### src/rtl/sync_fifo_param_if.sv
// rtl/sync_fifo_param_if.sv - producer/consumer bus for sync_fifo_param
// The master side drives requests and write data; the slave side is the FIFO.
interface sync_fifo_param_if #(
  parameter int DATA_WIDTH = 32,
  parameter int FIFO_DEPTH = 8
);
  localparam int CW = $clog2(FIFO_DEPTH) + 1;

  logic                  cs;
  logic                  wr_en;
  logic                  rd_en;
  logic [DATA_WIDTH-1:0] data_in;
  logic [DATA_WIDTH-1:0] data_out;
  logic                  empty;
  logic                  full;
  logic                  almost_empty;
  logic                  almost_full;
  logic [CW-1:0]         count;
  logic                  overflow;
  logic                  underflow;

  modport master (
    output cs, wr_en, rd_en, data_in,
    input  data_out, empty, full, almost_empty, almost_full, count, overflow, underflow
  );

  modport slave (
    input  cs, wr_en, rd_en, data_in,
    output data_out, empty, full, almost_empty, almost_full, count, overflow, underflow
  );
endinterface

### src/rtl/sync_fifo_param.sv
// rtl/sync_fifo_param.sv - single-clock FIFO with occupancy, threshold flags and error pulses
// Pointers carry one extra wrap bit so full/empty and count come straight from their difference.
module sync_fifo_param #(
  parameter int DATA_WIDTH = 32,
  parameter int FIFO_DEPTH = 8,
  parameter int AF_LEVEL   = 6,
  parameter int AE_LEVEL   = 2,
  parameter int FWFT       = 0
) (
  input  logic               clk,
  input  logic               rst,
  sync_fifo_param_if.slave   bus
);
  localparam int AW = $clog2(FIFO_DEPTH);
  localparam logic [AW:0] AF_TH = (AW+1)'(AF_LEVEL);
  localparam logic [AW:0] AE_TH = (AW+1)'(AE_LEVEL);

  logic [DATA_WIDTH-1:0] mem [FIFO_DEPTH];
  logic [AW:0]           wr_ptr;
  logic [AW:0]           rd_ptr;
  logic [AW:0]           occ;
  logic                  is_empty;
  logic                  is_full;
  logic                  rd_acc;
  logic                  wr_acc;
  logic                  overflow_q;
  logic                  underflow_q;

  assign occ      = wr_ptr - rd_ptr;
  assign is_empty = (wr_ptr == rd_ptr);
  assign is_full  = (wr_ptr[AW-1:0] == rd_ptr[AW-1:0]) && (wr_ptr[AW] != rd_ptr[AW]);

  // A write into a full FIFO is only taken when a read frees the slot in the same cycle.
  assign rd_acc = bus.cs & bus.rd_en & ~is_empty;
  assign wr_acc = bus.cs & bus.wr_en & (~is_full | rd_acc);

  always_ff @(posedge clk) begin
    if (rst) begin
      wr_ptr      <= '0;
      rd_ptr      <= '0;
      overflow_q  <= 1'b0;
      underflow_q <= 1'b0;
    end else begin
      if (wr_acc) wr_ptr <= wr_ptr + 1'b1;
      if (rd_acc) rd_ptr <= rd_ptr + 1'b1;
      overflow_q  <= bus.cs & bus.wr_en & ~wr_acc;
      underflow_q <= bus.cs & bus.rd_en & ~rd_acc;
    end
  end

  // Storage is deliberately left unreset; pointers alone define what is valid.
  always_ff @(posedge clk) begin
    if (!rst && wr_acc) mem[wr_ptr[AW-1:0]] <= bus.data_in;
  end

  generate
    if (FWFT != 0) begin : g_fwft
      assign bus.data_out = mem[rd_ptr[AW-1:0]];
    end else begin : g_std
      logic [DATA_WIDTH-1:0] data_q;
      always_ff @(posedge clk) begin
        if (rst)         data_q <= '0;
        else if (rd_acc) data_q <= mem[rd_ptr[AW-1:0]];
      end
      assign bus.data_out = data_q;
    end
  endgenerate

  assign bus.count        = occ;
  assign bus.empty        = is_empty;
  assign bus.full         = is_full;
  assign bus.almost_empty = (occ <= AE_TH);
  assign bus.almost_full  = (occ >= AF_TH);
  assign bus.overflow     = overflow_q;
  assign bus.underflow    = underflow_q;
endmodule

### src/flat_wrapper.sv
// flat-port wrapper written by rule: the top's interface ports become plain ports
module sync_fifo_param_flat 
#(
  parameter int DATA_WIDTH = 32,
  parameter int FIFO_DEPTH = 8,
  parameter int AF_LEVEL   = 6,
  parameter int AE_LEVEL   = 2,
  parameter int FWFT       = 0
)
  (clk, rst, bus_cs, bus_wr_en, bus_rd_en, bus_data_in, bus_data_out, bus_empty, bus_full, bus_almost_empty, bus_almost_full, bus_count, bus_overflow, bus_underflow);
  sync_fifo_param_if #(.DATA_WIDTH(DATA_WIDTH), .FIFO_DEPTH(FIFO_DEPTH)) bus_i ();
  input  logic clk;
  input  logic rst;
  input wire logic [$bits(bus_i.cs)-1:0] bus_cs;
  input wire logic [$bits(bus_i.wr_en)-1:0] bus_wr_en;
  input wire logic [$bits(bus_i.rd_en)-1:0] bus_rd_en;
  input wire logic [$bits(bus_i.data_in)-1:0] bus_data_in;
  output wire logic [$bits(bus_i.data_out)-1:0] bus_data_out;
  output wire logic [$bits(bus_i.empty)-1:0] bus_empty;
  output wire logic [$bits(bus_i.full)-1:0] bus_full;
  output wire logic [$bits(bus_i.almost_empty)-1:0] bus_almost_empty;
  output wire logic [$bits(bus_i.almost_full)-1:0] bus_almost_full;
  output wire logic [$bits(bus_i.count)-1:0] bus_count;
  output wire logic [$bits(bus_i.overflow)-1:0] bus_overflow;
  output wire logic [$bits(bus_i.underflow)-1:0] bus_underflow;
  assign bus_i.cs = bus_cs;
  assign bus_i.wr_en = bus_wr_en;
  assign bus_i.rd_en = bus_rd_en;
  assign bus_i.data_in = bus_data_in;
  assign bus_data_out = bus_i.data_out;
  assign bus_empty = bus_i.empty;
  assign bus_full = bus_i.full;
  assign bus_almost_empty = bus_i.almost_empty;
  assign bus_almost_full = bus_i.almost_full;
  assign bus_count = bus_i.count;
  assign bus_overflow = bus_i.overflow;
  assign bus_underflow = bus_i.underflow;
  sync_fifo_param #(.DATA_WIDTH(DATA_WIDTH), .FIFO_DEPTH(FIFO_DEPTH), .AF_LEVEL(AF_LEVEL), .AE_LEVEL(AE_LEVEL), .FWFT(FWFT)) u_core (.clk(clk), .rst(rst), .bus(bus_i));
endmodule
### config.mk
export PLATFORM = sky130hd
export DESIGN_NAME = sync_fifo_param_flat
export DESIGN_NICKNAME = d
export VERILOG_FILES = /design/src/rtl/sync_fifo_param_if.sv /design/src/rtl/sync_fifo_param.sv /design/src/flat_wrapper.sv
export SDC_FILE = /design/constraint.sdc
export NUM_CORES = 1
export LEC_CHECK = 0
export ABC_AREA = 1
export BUFFER_PORTS_ARGS = -buffer_cell sky130_fd_sc_hd__buf_2
export CAP_MARGIN = 40
export CORE_MARGIN = 8
export CORE_UTILIZATION = 55
export CTS_BUF_LIST = sky130_fd_sc_hd__clkbuf_8
export DETAILED_ROUTE_END_ITERATION = 6
export PLACE_DENSITY = 0.73
export SYNTH_ARGS = -nofsm -noshare
export SYNTH_HDL_FRONTEND = slang
export SYNTH_SLANG_ARGS = --single-unit
### constraint.sdc
create_clock -name clk -period 9.97 [get_ports clk]
set_input_delay 1.4955 -clock clk [delete_from_list [all_inputs] [get_ports clk]]
set_output_delay 1.4955 -clock clk [all_outputs]
set_load 0.02 [all_outputs]
Word level (Yosys, flattened, before mapping):

Memory sizes are Yosys's and may differ from the RTL's. A register that Yosys moved wholly into a read port is not among the register bits.
Cells that the tools add are included.

* add/subtract/negate cells: 3
* $lt $le $gt $ge: 2
* equality and inequality tests: 3
* muxes and demuxes: 2
* bitwise gates (word level): 11
* reductions and logical operators: 3

Operators by type and width (count)
* $add 4x1->4 const B: 2
* $and 1x1->1: 6
* $eq 4x4->1: 1
* $ge 4x3->1 const B: 1
* $le 4x2->1 const B: 1
* $not 1->1: 4
* $sub 4x4->4: 1
* $eq 3x3->1: 1
* $logic_and 1x1->1: 2
* $mux 1: 2
* $logic_not 1->1: 1
* $ne 1x1->1: 1
* $or 1x1->1: 1

* register bits after elaboration: 10
* RAM bits: 256
* bits of input ports: 37
* output and inout port bits: 42
* word-level logic and storage cells: 29
* memories: 1

Memories
* u_core.mem: words 8, width 32, rd ports 1, clocked after memory_dff 1, wr ports 1, line sync_fifo_param.sv:18 `logic [DATA_WIDTH-1:0] mem [FIFO_DEPTH];`

Depth between registers and ports, before layout:

Gate-level depths: netlist (run 1).

* depth in word-level cells: 8
* depth in mapped cells: 12
* gate-level depth less buffers: 9

Worst setup path before layout (run 1):

OpenSTA, ideal clock, no wires.

* kind: input -> register
* from: input bus_rd_en
* to: memory u_core.mem[1][0], enable pin
* library setup time: 461 ps
* arrival: 4034 ps
* data required time: 9509 ps
* slack: 5475 ps
* cell stages on the path: 4
* cells stage by stage: nand2_1 -> nand3_2 -> nand3_1 -> nor3_1

* word-level cells in the longest chain between the ends: 7

RTL lines
* start: declaration: line flat_wrapper.sv:16 `input wire logic [$bits(bus_i.rd_en)-1:0] bus_rd_en;`
* $and 1x1->1 (2 in a row): line sync_fifo_param.sv:34 `assign rd_acc = bus.cs & bus.rd_en & ~is_empty;`
* $or 1x1->1: line sync_fifo_param.sv:35 `assign wr_acc = bus.cs & bus.wr_en & (~is_full | rd_acc);`
* $and 1x1->1: line sync_fifo_param.sv:35
* $logic_and 1x1->1: line sync_fifo_param.sv:53 `if (!rst && wr_acc) mem[wr_ptr[AW-1:0]] <= bus.data_in;`
* $mux 1: line sync_fifo_param.sv:53
* $mux 1 (not written as such): line sync_fifo_param.sv:53
* end: declaration: line sync_fifo_param.sv:18

Every way passes these cells.

Worst setup path in the final report (run 1):

* from: register u_core.rd_ptr[1]
* to: output bus_almost_full

* word-level cells in the longest chain between the ends: 2

RTL lines
* start: declaration: line sync_fifo_param.sv:20 `logic [AW:0] rd_ptr;`
* start signal: assignment: line sync_fifo_param.sv:45 `if (rd_acc) rd_ptr <= rd_ptr + 1'b1;`
* $sub 4x4->4: line sync_fifo_param.sv:29 `assign occ = wr_ptr - rd_ptr;`
* $ge 4x3->1: line sync_fifo_param.sv:73 `assign bus.almost_full = (occ >= AF_TH);`
* end: declaration: line flat_wrapper.sv:22 `output wire logic [$bits(bus_i.almost_full)-1:0] bus_almost_full;`

Every way passes these cells.

==> impl_metrics.py, run 1 <==
metrics = {
    "global_route": {
        "grt_max_degree": 84,
        "grt_overflow": 0,
        "antenna_found_initial": 1,
        "grt_pass1_wl_mm": 44.38,
        "grt_usage_pct": 19.43,
        "grt_pass1_vias": 8739,
    },
    "yosys": {
        "syn_area_sq_um": 13050,
        "syn_avg_cell_area_sq_um": 9.891,
        "ys_types": 27,
        "ys_seq_area_share_pct": 65.37,
        "synth_fp_nets": 1362,
        "synthCells": 1319,
        "yosysWarnings": 0,
        "ys_seq_elements": 298,
    },
    "drt": {
        "vias": 8761,
        "drt-initial-drc-count": 766,
        "wl_per_cell_um": 15.63,
        "route.detailed.drc": 0,
        "viasPerCell": 4.975,
        "drtPass1Iterations": 6,
        "ant_nets": 0,
        "drt-total-wl_mm": 27.53,
    },
    "placement": {
        "dp_cells": 1671,
        "place_congestion": 0.7903,
        "dp_hpwl_mm": 15.60,
        "io_buffers": 78,
    },
    "finish": {
        "n_antenna_cell": 0,
        "num-fill-cells": 1908,
        "layout-drive-gt1-share_pct": 14.22,
        "syn2layout_area_growth_pct": 12.12,
        "final_common_cell": "nand2_1",
        "instances_no_fill": 1761,
        "final_cell_mix": "374 x nand2_1, 310 x inv_1, 256 x edfxtp_1",
        "fin_nets": 1445,
    },
    "cts": {
        "cts.clk_slew.worst_paths_ns": 0.06,
        "hold_buffers": 0,
        "cts_buffer_depth": 3,
        "clock-sinks": 298,
        "cts_tree": "done",
        "cts-root-buf": "clkbuf_8",
        "cts_buffers": 48,
        "cts_max_level": 2,
        "postCtsSetupRepairBufs": 0,
        "ctsResizeCount": 0,
        "worstSkewPairLatency_ns": 0.57,
    },
    "pwr": {
        "powerDensity_nw_per_um2": 176.1,
        "pwr-share-comb_pct": 9.5,
        "power.switching_uw": 649.8,
        "p_leak_uw": 0.006628,
        "p_seq_share_pct": 53.8,
        "ir_drop_v": 0.0001053,
        "p_int_uw": 1926,
        "switching_share_pct": 25.23,
        "p_clk_share_pct": 36.7,
    },
    "setup_path": {
        "reg2reg_to": "u_core.mem[5][9]",
        "cp_max_fo": 69,
        "crit_start": "u_core.rd_ptr[1]",
        "r2r_cells": 9,
        "cp.arrival_ns": 2.84,
        "r2r_start": "u_core.rd_ptr[1]",
        "setup.worst_path.end_class": "output port",
        "cp-start-kind": "flip-flop",
        "rrSetupSlack_ns": 6.40,
        "critPathKind": "reg -> out",
        "worstPathRequired_ns": 8.47,
    },
    "sta": {
        "slew_viol_final": 0,
        "tightest_slew_ns": 0.9054,
        "finalSetupTns_ns": 0,
        "rsz0062_at_grt": "false",
        "maxSlewHeadroom_pct": 39.64,
        "skew_ns": 0.02388,
        "finalCriticalPeriod_ns": 4.332,
        "fin_hold_ws_ns": 0.5198,
        "hold_viol_final": 0,
        "min_period_over_period_pct": 43.45,
        "fmax_mhz": 230.8,
        "setup_viol": 0,
    },
    "outcome": {
        "status": "finished, final reports clean",
    },
    "die": {
        "die_area_sq_um": 28910,
        "die_w_um": 170.0,
        "start_util_pct": 55.75,
        "fp-row-count": 56,
        "core-area_sq_um": 23400,
        "io_pins": 79,
        "die_h_um": 170.0,
    },
    "job": {
        "cap_violations": 0,
    },
    "worst_hold_path": {
        "hold_end": "u_core.bus.data_out[0]",
        "hold-path-cell-count": 4,
        "hold_start": "u_core.bus.data_out[0]",
        "min_path_type": "reg -> reg",
    },
}
-- through the flow --
| stage | power (uW) | utilization, % | cell area [sq um] | setup WS [ns] |
|---|---|---|---|---|
| 2_1_floorplan | 1583 | - | 13050 | 5.475 |
| 3_3_place_gp | 1648 | 58.20 | 13620 | 6.019 |
| 3_5_place_dp | 1658 | 58.79 | 13760 | 6.154 |
| 4_1_cts | 2598 | 62.51 | 14630 | 5.593 |
| 5_1_grt | 2681 | 62.51 | 14630 | 5.383 |
| 6_report | 2576 | 62.51 | 14630 | 5.638 |
-- cells in the mapped netlist --
library cell	number	area [sq um]
inv_2	5	18.77
nor2_4	1	11.26
nand2_8	1	20.02
inv_4	1	6.260
nand3_1	198	991.0
inv_1	298	1119
nor2_1	15	56.30
nand3_2	2	20.02
nand2_4	1	11.26
nand2_2	2	12.51
xor2_1	6	52.55
nor3_1	6	30.03
dfxtp_1	42	840.8
clkbuf_1	10	37.54
nand2_1	374	1404
a21oi_1	7	35.03
a21oi_2	30	262.8
buf_1	4	15.01
buf_2	37	185.2
ha_1	5	62.56
fa_1	1	20.02
edfxtp_1	256	7687
nand4_1	1	6.260
buf_6	9	101.4
nand3b_1	1	7.510
o21ai_0	5	25.02
buf_4	1	7.510
-- flip-flops by register name, indices dropped and copies added (netlist names) --
name / cells
u_core.bus.data_out: 32
u_core.wr_ptr: 4
u_core.mem: 256
u_core.bus.overflow: 1
u_core.rd_ptr: 4
u_core.bus.underflow: 1
-- metal layers --
layer	share of wire [%]	global-route usage, %	up-vias
li1	-	-	4324
met1	41	23.55	4104
met2	50	33.72	278
met3	6.4	3.614	53
met4	2.2	8.124	2
met5	0.047	0	-
-- kinds of logic after synthesis --
| kind of cell | share of synthesized area, % |
|---|---|
| AO/OA/AOI/OAI | 2.474 |
| XOR/XNOR | 0.4028 |
| adder cells (fa/ha/maj) | 0.6330 |
| buffers and inverters | 11.42 |
| flip-flops | 65.37 |
| AND/OR/NAND/NOR | 19.70 |
-- worst max path at each step --
stage	to	slack, ns	cells past startpoint
detailed placement	u_core.mem[0][9]	6.15	5
finish	bus_almost_full	5.64	8
floorplan	u_core.mem[1][0]	5.48	4
global route	bus_almost_empty	5.38	8
global placement	u_core.mem[4][9]	6.02	4
CTS	bus_almost_empty	5.59	8
-- power by group through the flow --
stage               Combinational (uW)  Clock [uW]  Sequential (uW)
CTS                                248         965             1380
global placement                   238           0             1410
floorplan                          162           0             1420
detailed placement                 247           0             1410
finish                             245         946             1380
global route                       275        1020             1390
-- worst max-delay path, cell delays in order (launching register included) --
cell	delay, ns
dfxtp_2	0.31
buf_4	0.69
inv_2	0.08
ha_1	0.34
nand2_2	0.08
o21ai_0	0.33
xor2_1	0.17
o21ai_0	0.09
buf_2	0.16
-- area by class of cell --
cell class,instances,area [sq um],share of cell area [%]
clock buffers,52,715.7,4.893
clock inverters,38,153.9,1.052
inverters,304,1145,7.827
multi-input cells,656,3078,21.04
flip-flops and latches,298,8533,58.34
well taps,319,399.1,2.729
repair buffers,94,603.1,4.123
(Power assumes the default switching activity.)
==> run 2, diff against run 1 <==
ABC_AREA = 0   (was 1)
PLACE_DENSITY = 0.74   (was 0.73)
clock period = 4 ns   (was 9.97 ns; I/O delays follow)
==> impl_metrics.py, run 2 <==
metrics = {
    "global_route": {
        "antenna_found_initial": 2,
        "grt_usage_pct": 18.24,
        "grt_util_met3_pct": 3.635,
        "busiest_layer": "met2",
        "met1_usage_pct": 23.32,
        "grt_overflow": 0,
        "met2_usage_pct": 30.65,
        "grt_max_degree": 39,
        "grt_pass1_vias": 6446,
        "grt_pass1_wl_mm": 36.40,
    },
    "yosys": {
        "ys_seq_area_share_pct": 74.21,
        "ys_types": 38,
        "yosysMostFrequentCell": "edfxtp_1",
        "syn_area_sq_um": 11490,
        "ys_seq_elements": 298,
        "yosysWarnings": 0,
        "yosys.area.top_type_share_pct": 66.89,
        "syn_avg_cell_area_sq_um": 19.35,
        "synth_fp_nets": 637,
        "synth-edff-count": 256,
        "ys.flop_type": "edfxtp_1",
        "synthCells": 594,
        "async_flop_share_pct": 0,
        "yosys.area.top_type": "edfxtp_1",
        "synth_area_leaders": "edfxtp_1 67%, mux4_2 13%, dfxtp_1 7.3%, a311oi_2 3.8%, nand2_1 2.2%",
        "synth_commonest_cells": "256 x edfxtp_1, 68 x nand2_1, 64 x mux4_2",
    },
    "cts": {
        "clock-sinks": 298,
        "ctsResizeCount": 0,
        "worstSkewPairLatency_ns": 0.55,
        "cts-root-buf": "clkbuf_8",
        "hold_buffers": 0,
        "cts.clk_slew.worst_paths_ns": 0.06,
        "cts_buffer_depth": 3,
        "cts_tree": "done",
        "postCtsSetupRepairBufs": 0,
        "cts_max_level": 2,
        "cts_buffers": 47,
    },
    "sta": {
        "tightest_slew_ns": 0.6399,
        "slew_viol_final": 0,
        "fmax_mhz": 336.4,
        "finalCriticalPeriod_ns": 2.972,
        "setup_slack_ns": 1.028,
        "maxSlewHeadroom_pct": 57.24,
        "rsz0062_at_grt": "false",
        "hold_viol_final": 0,
        "finalSetupTns_ns": 0,
        "min_period_over_period_pct": 74.31,
        "setup_viol": 0,
        "skew_ns": 0.02135,
    },
    "finish": {
        "final_cell_area_sq_um": 13180,
        "final_cell_mix": "256 x edfxtp_1, 78 x buf_2, 68 x nand2_1",
        "fin_nets": 749,
        "seqCellArea_sq_um": 8534,
        "layout-drive-gt1-share_pct": 35.13,
        "multiInputGateArea_sq_um": 2793,
        "largest_reg_flops": 256,
        "final_core_util_pct": 63.48,
        "syn2layout_area_growth_pct": 14.65,
        "final_common_cell": "edfxtp_1",
        "num-fill-cells": 1437,
    },
    "die": {
        "io_pins": 79,
        "die_h_um": 160.6,
        "fp-row-count": 53,
        "die_area_sq_um": 25780,
        "start_util_pct": 55.37,
        "die_w_um": 160.6,
        "core-area_sq_um": 20760,
    },
    "drt": {
        "route.detailed.drc": 0,
        "drtPass1Iterations": 5,
        "vias": 5852,
        "drt-initial-drc-count": 448,
        "ant_nets": 0,
        "drt-total-wl_mm": 23.08,
        "wl_per_cell_um": 22.61,
        "viasPerCell": 5.732,
    },
    "setup_path": {
        "reg2reg_to": "u_core.mem[3][18]",
        "worstPathRequired_ns": 3.40,
        "r2r_start": "u_core.rd_ptr[0]",
        "setup.worst_path.end_class": "output port",
        "timing.critical_path.to": "bus_almost_empty",
        "crit_start": "u_core.rd_ptr[0]",
        "critPathKind": "reg -> out",
        "cp_max_fo": 25,
        "cp-start-kind": "flip-flop",
        "cp.arrival_ns": 2.37,
        "rrSetupSlack_ns": 1.07,
        "r2r_cells": 6,
    },
    "placement": {
        "io_buffers": 78,
        "dp_hpwl_mm": 13.73,
        "place_ws_ns": 1.018,
        "dpl_cell_area_sq_um": 12330,
        "place_congestion": 0.7772,
    },
    "pwr": {
        "pwr-share-comb_pct": 5.7,
        "power.switching_uw": 1332,
        "p_total_uw": 6049,
        "ir_drop_v": 0.0002559,
        "p_seq_share_pct": 56.8,
        "powerDensity_nw_per_um2": 459.1,
        "p_leak_uw": 0.004372,
        "p_int_uw": 4717,
        "switching_share_pct": 22.03,
        "p_clk_share_pct": 37.4,
    },
    "worst_hold_path": {
        "hold-path-cell-count": 1,
        "min_path_type": "in -> reg",
    },
    "outcome": {
        "status": "finished, final reports clean",
    },
    "job": {
        "cap_violations": 0,
    },
}
## run 2: worst min path at each step
stage | from | to
finish | bus_data_in[25] | u_core.mem[2][25]
global route | bus_data_in[23] | u_core.mem[4][23]
floorplan | u_core.wr_ptr[0] | u_core.wr_ptr[0]
CTS | bus_data_in[25] | u_core.mem[2][25]
detailed placement | u_core.bus.data_out[30] | u_core.bus.data_out[30]
global placement | u_core.bus.data_out[30] | u_core.bus.data_out[30]
## run 2: layout make-up
type | count | area share (%)
Sequential cell | 298 | 64.77
Multi-Input combinational cell | 255 | 21.19
Clock buffer | 51 | 5.327
Timing Repair Buffer | 97 | 4.805
Tap cell | 275 | 2.611
Clock inverter | 35 | 1.035
Inverter | 7 | 0.1994
Antenna cell | 3 | 0.05697
## run 2: power groups by stage
stage	sequential, uW	clock [uW]	combinational (uW)
final	3440	2270	346
after global routing	3440	2450	376
after CTS	3440	2320	351
after detailed placement	3500	0	351
after global placement	3500	0	336
after floorplan	3520	0	213
## run 2: cell families after synthesis
group / synth area share, %
mux: 12.80
simple gates: 4.736
flops: 74.21
buf+inv: 2.036
xor+xnor: 0.5227
fa+ha+maj: 0.7186
compound gates: 4.976
## run 2: stage by stage
| stage | instances | hold slack, ns |
|---|---|---|
| floorplan | 594 | 0.4938 |
| global placement | 930 | 0.4969 |
| detailed placement | 932 | 0.5065 |
| CTS | 1018 | 0.2963 |
| global route | 1020 | 0.3045 |
| finish | 1021 | 0.3280 |
## run 2: routing by layer
layer  vias up  wire (um)
met5         -          0
met4         0        468
met3        32       1224
met2       192      11740
met1      3025       9647
li1       2603          -
## run 2: critical path: stages, from the launching register on
cell and delay, ns:
dfxtp_4 0.66, ha_1 0.27, fa_1 0.44, inv_1 0.10
a21oi_1 0.08, o21a_1 0.11, buf_2 0.15
==> run 3, diff against run 2 <==
PLACE_DENSITY = 0.76   (was 0.74)
clock period = 2.5 ns   (was 4 ns; I/O delays follow)
==> impl_metrics.py, run 3 (synthesis results as in run 2) <==
metrics = {
    "outcome": {
        "status": "finished, final reports clean",
    },
    "finish": {
        "fin_nets": 754,
        "final_cell_mix": "256 x edfxtp_1, 76 x buf_2, 68 x nand2_1",
        "syn2layout_area_growth_pct": 16.73,
        "n_antenna_cell": 0,
        "final_common_cell": "edfxtp_1",
        "largest_reg_flops": 256,
        "num-fill-cells": 1344,
        "layout-drive-gt1-share_pct": 38.39,
    },
    "setup_path": {
        "worstPathRequired_ns": 2.12,
        "setup.worst_path.end_class": "output port",
        "crit_path_top_delay_cell": "dfxtp_4",
        "slowest_delay_ns": 0.38,
        "cp.arrival_ns": 2.03,
        "cp-start-kind": "flip-flop",
        "cp_max_fo": 3,
        "critPathKind": "reg -> out",
        "crit_chain": "inv_4 -> ha_4 -> nor2b_1 -> o21ai_1 -> and3_1 -> o21ai_0 -> buf_4",
    },
    "drt": {
        "drt-initial-drc-count": 456,
        "route.detailed.drc": 0,
        "vias": 5912,
        "wl_met1_mm": 9.382,
        "wl_per_cell_um": 22.10,
        "ant_nets": 0,
        "drt-total-wl_mm": 22.54,
        "dr_wl_met3_mm": 1.331,
        "top_layer_used": "met4",
        "wl_met2_mm": 11.35,
        "viasPerCell": 5.796,
        "drtPass1Iterations": 4,
    },
    "cts": {
        "cts-root-buf": "clkbuf_8",
        "cts_max_level": 2,
        "clock-sinks": 298,
        "cts.clk_slew.worst_paths_ns": 0.06,
        "worstSkewPairLatency_ns": 0.53,
        "cts_buffers": 44,
        "hold_buffers": 0,
        "cts_buffer_depth": 3,
        "cts_tree": "done",
    },
    "placement": {
        "place_ws_ns": 0.1282,
        "io_buffers": 78,
        "place_congestion": 0.7372,
        "dp_hpwl_mm": 13.30,
    },
    "sta": {
        "maxSlewHeadroom_pct": 52.77,
        "slew_viol_final": 0,
        "rsz0062_at_grt": "true",
        "skew_ns": 0.01303,
        "finalCriticalPeriod_ns": 2.402,
        "tightest_slew_ns": 0.7084,
        "fmax_mhz": 416.3,
        "fin_hold_ws_ns": 0.1008,
        "setup_slack_ns": 0.09764,
        "hold_viol_final": 0,
        "min_period_over_period_pct": 96.09,
        "setup_viol": 0,
    },
    "die": {
        "die_area_sq_um": 25780,
        "core-area_sq_um": 20760,
        "start_util_pct": 55.37,
        "io_pins": 79,
        "die_w_um": 160.6,
        "die_h_um": 160.6,
        "fp-row-count": 53,
    },
    "global_route": {
        "antenna_found_initial": 0,
        "grt_max_degree": 67,
        "grt_pass1_vias": 6374,
        "grt_overflow": 0,
        "grt_pass1_wl_mm": 35.59,
        "grt_usage_pct": 17.66,
    },
    "pwr": {
        "p_total_uw": 9760,
        "ir_drop_v": 0.0003250,
        "p_leak_uw": 0.004430,
        "powerDensity_nw_per_um2": 727.5,
    },
    "job": {
        "cap_violations": 0,
    },
    "worst_hold_path": {
        "min_path_type": "in -> reg",
    },
}
==> run 3: changes by cell type in the layout (fill, tap and decap cells not counted), sizes merged <==
cell,change
bufinv,+1
clkinvlp,+2
buf,+8
diode,-3
inv,-7
clkinv,-2
==> run 3: final cells by class <==
class | instances | area (sq um) | share of cell area, %
clock inverter | 29 | 147.6 | 1.101
inverter | 7 | 28.78 | 0.2145
timing repair buffer | 105 | 793.3 | 5.913
tap | 275 | 344.1 | 2.565
multi-input combinational | 255 | 2860 | 21.32
sequential | 298 | 8539 | 63.65
clock buffer | 51 | 701.9 | 5.232
==> run 3: per-layer routing <==
metal / global-route usage [%] / vias to the layer above
li1: - / 2615
met1: 22.97 / 3066
met2: 28.94 / 197
met3: 3.788 / 34
met4: 6.542 / 0
met5: 0 / -
==> run 3: what timing repair did <==
item / 4_1_cts / 5_1_grt
setup buffers: 2 / 1
endpoints found under the setup margin: 3 / 3
gates resized for setup: 7 / 9
pin swaps: 0 / 3
==> run 3: worst paths after layout <==
kind / cells after the start / slack, ns / endpoint / start
worst min register to register: 2 / 0.50 / u_core.bus.data_out[30] / u_core.bus.data_out[30]
worst max-delay path: 7 / 0.1 / bus_almost_full / u_core.rd_ptr[1]
worst max register to register: 7 / 0.30 / u_core.mem[0][3] / u_core.rd_ptr[2]
worst min-delay path: 2 / 0.10 / u_core.bus.overflow / bus_rd_en
==> run 3: worst max-delay path, delay by kind of cell (launching register included) <==
family	cells	cell delay, ns
flip-flops	1	0.38
AND/OR/NAND/NOR	2	0.36
adder cells (fa/ha/maj)	1	0.28
AO/OA/AOI/OAI	2	0.25
buffers and inverters	2	0.22
==> run 3: stage by stage <==
step	setup TNS [ns]	cells	cell area, sq um	utilization [%]
after global routing	-0.01302	1020	13420	64.63
final	0	1020	13420	64.63
after CTS	0	1019	13380	64.47
after detailed placement	0	937	12500	60.20
after floorplan	-20.04	594	11630	-
after global placement	0	936	12480	60.11
==> run 3: power breakdown <==
part           internal [uW]  switching (uW)
clock                   1960            1710
combinational            247             355
sequential              5460            29.0
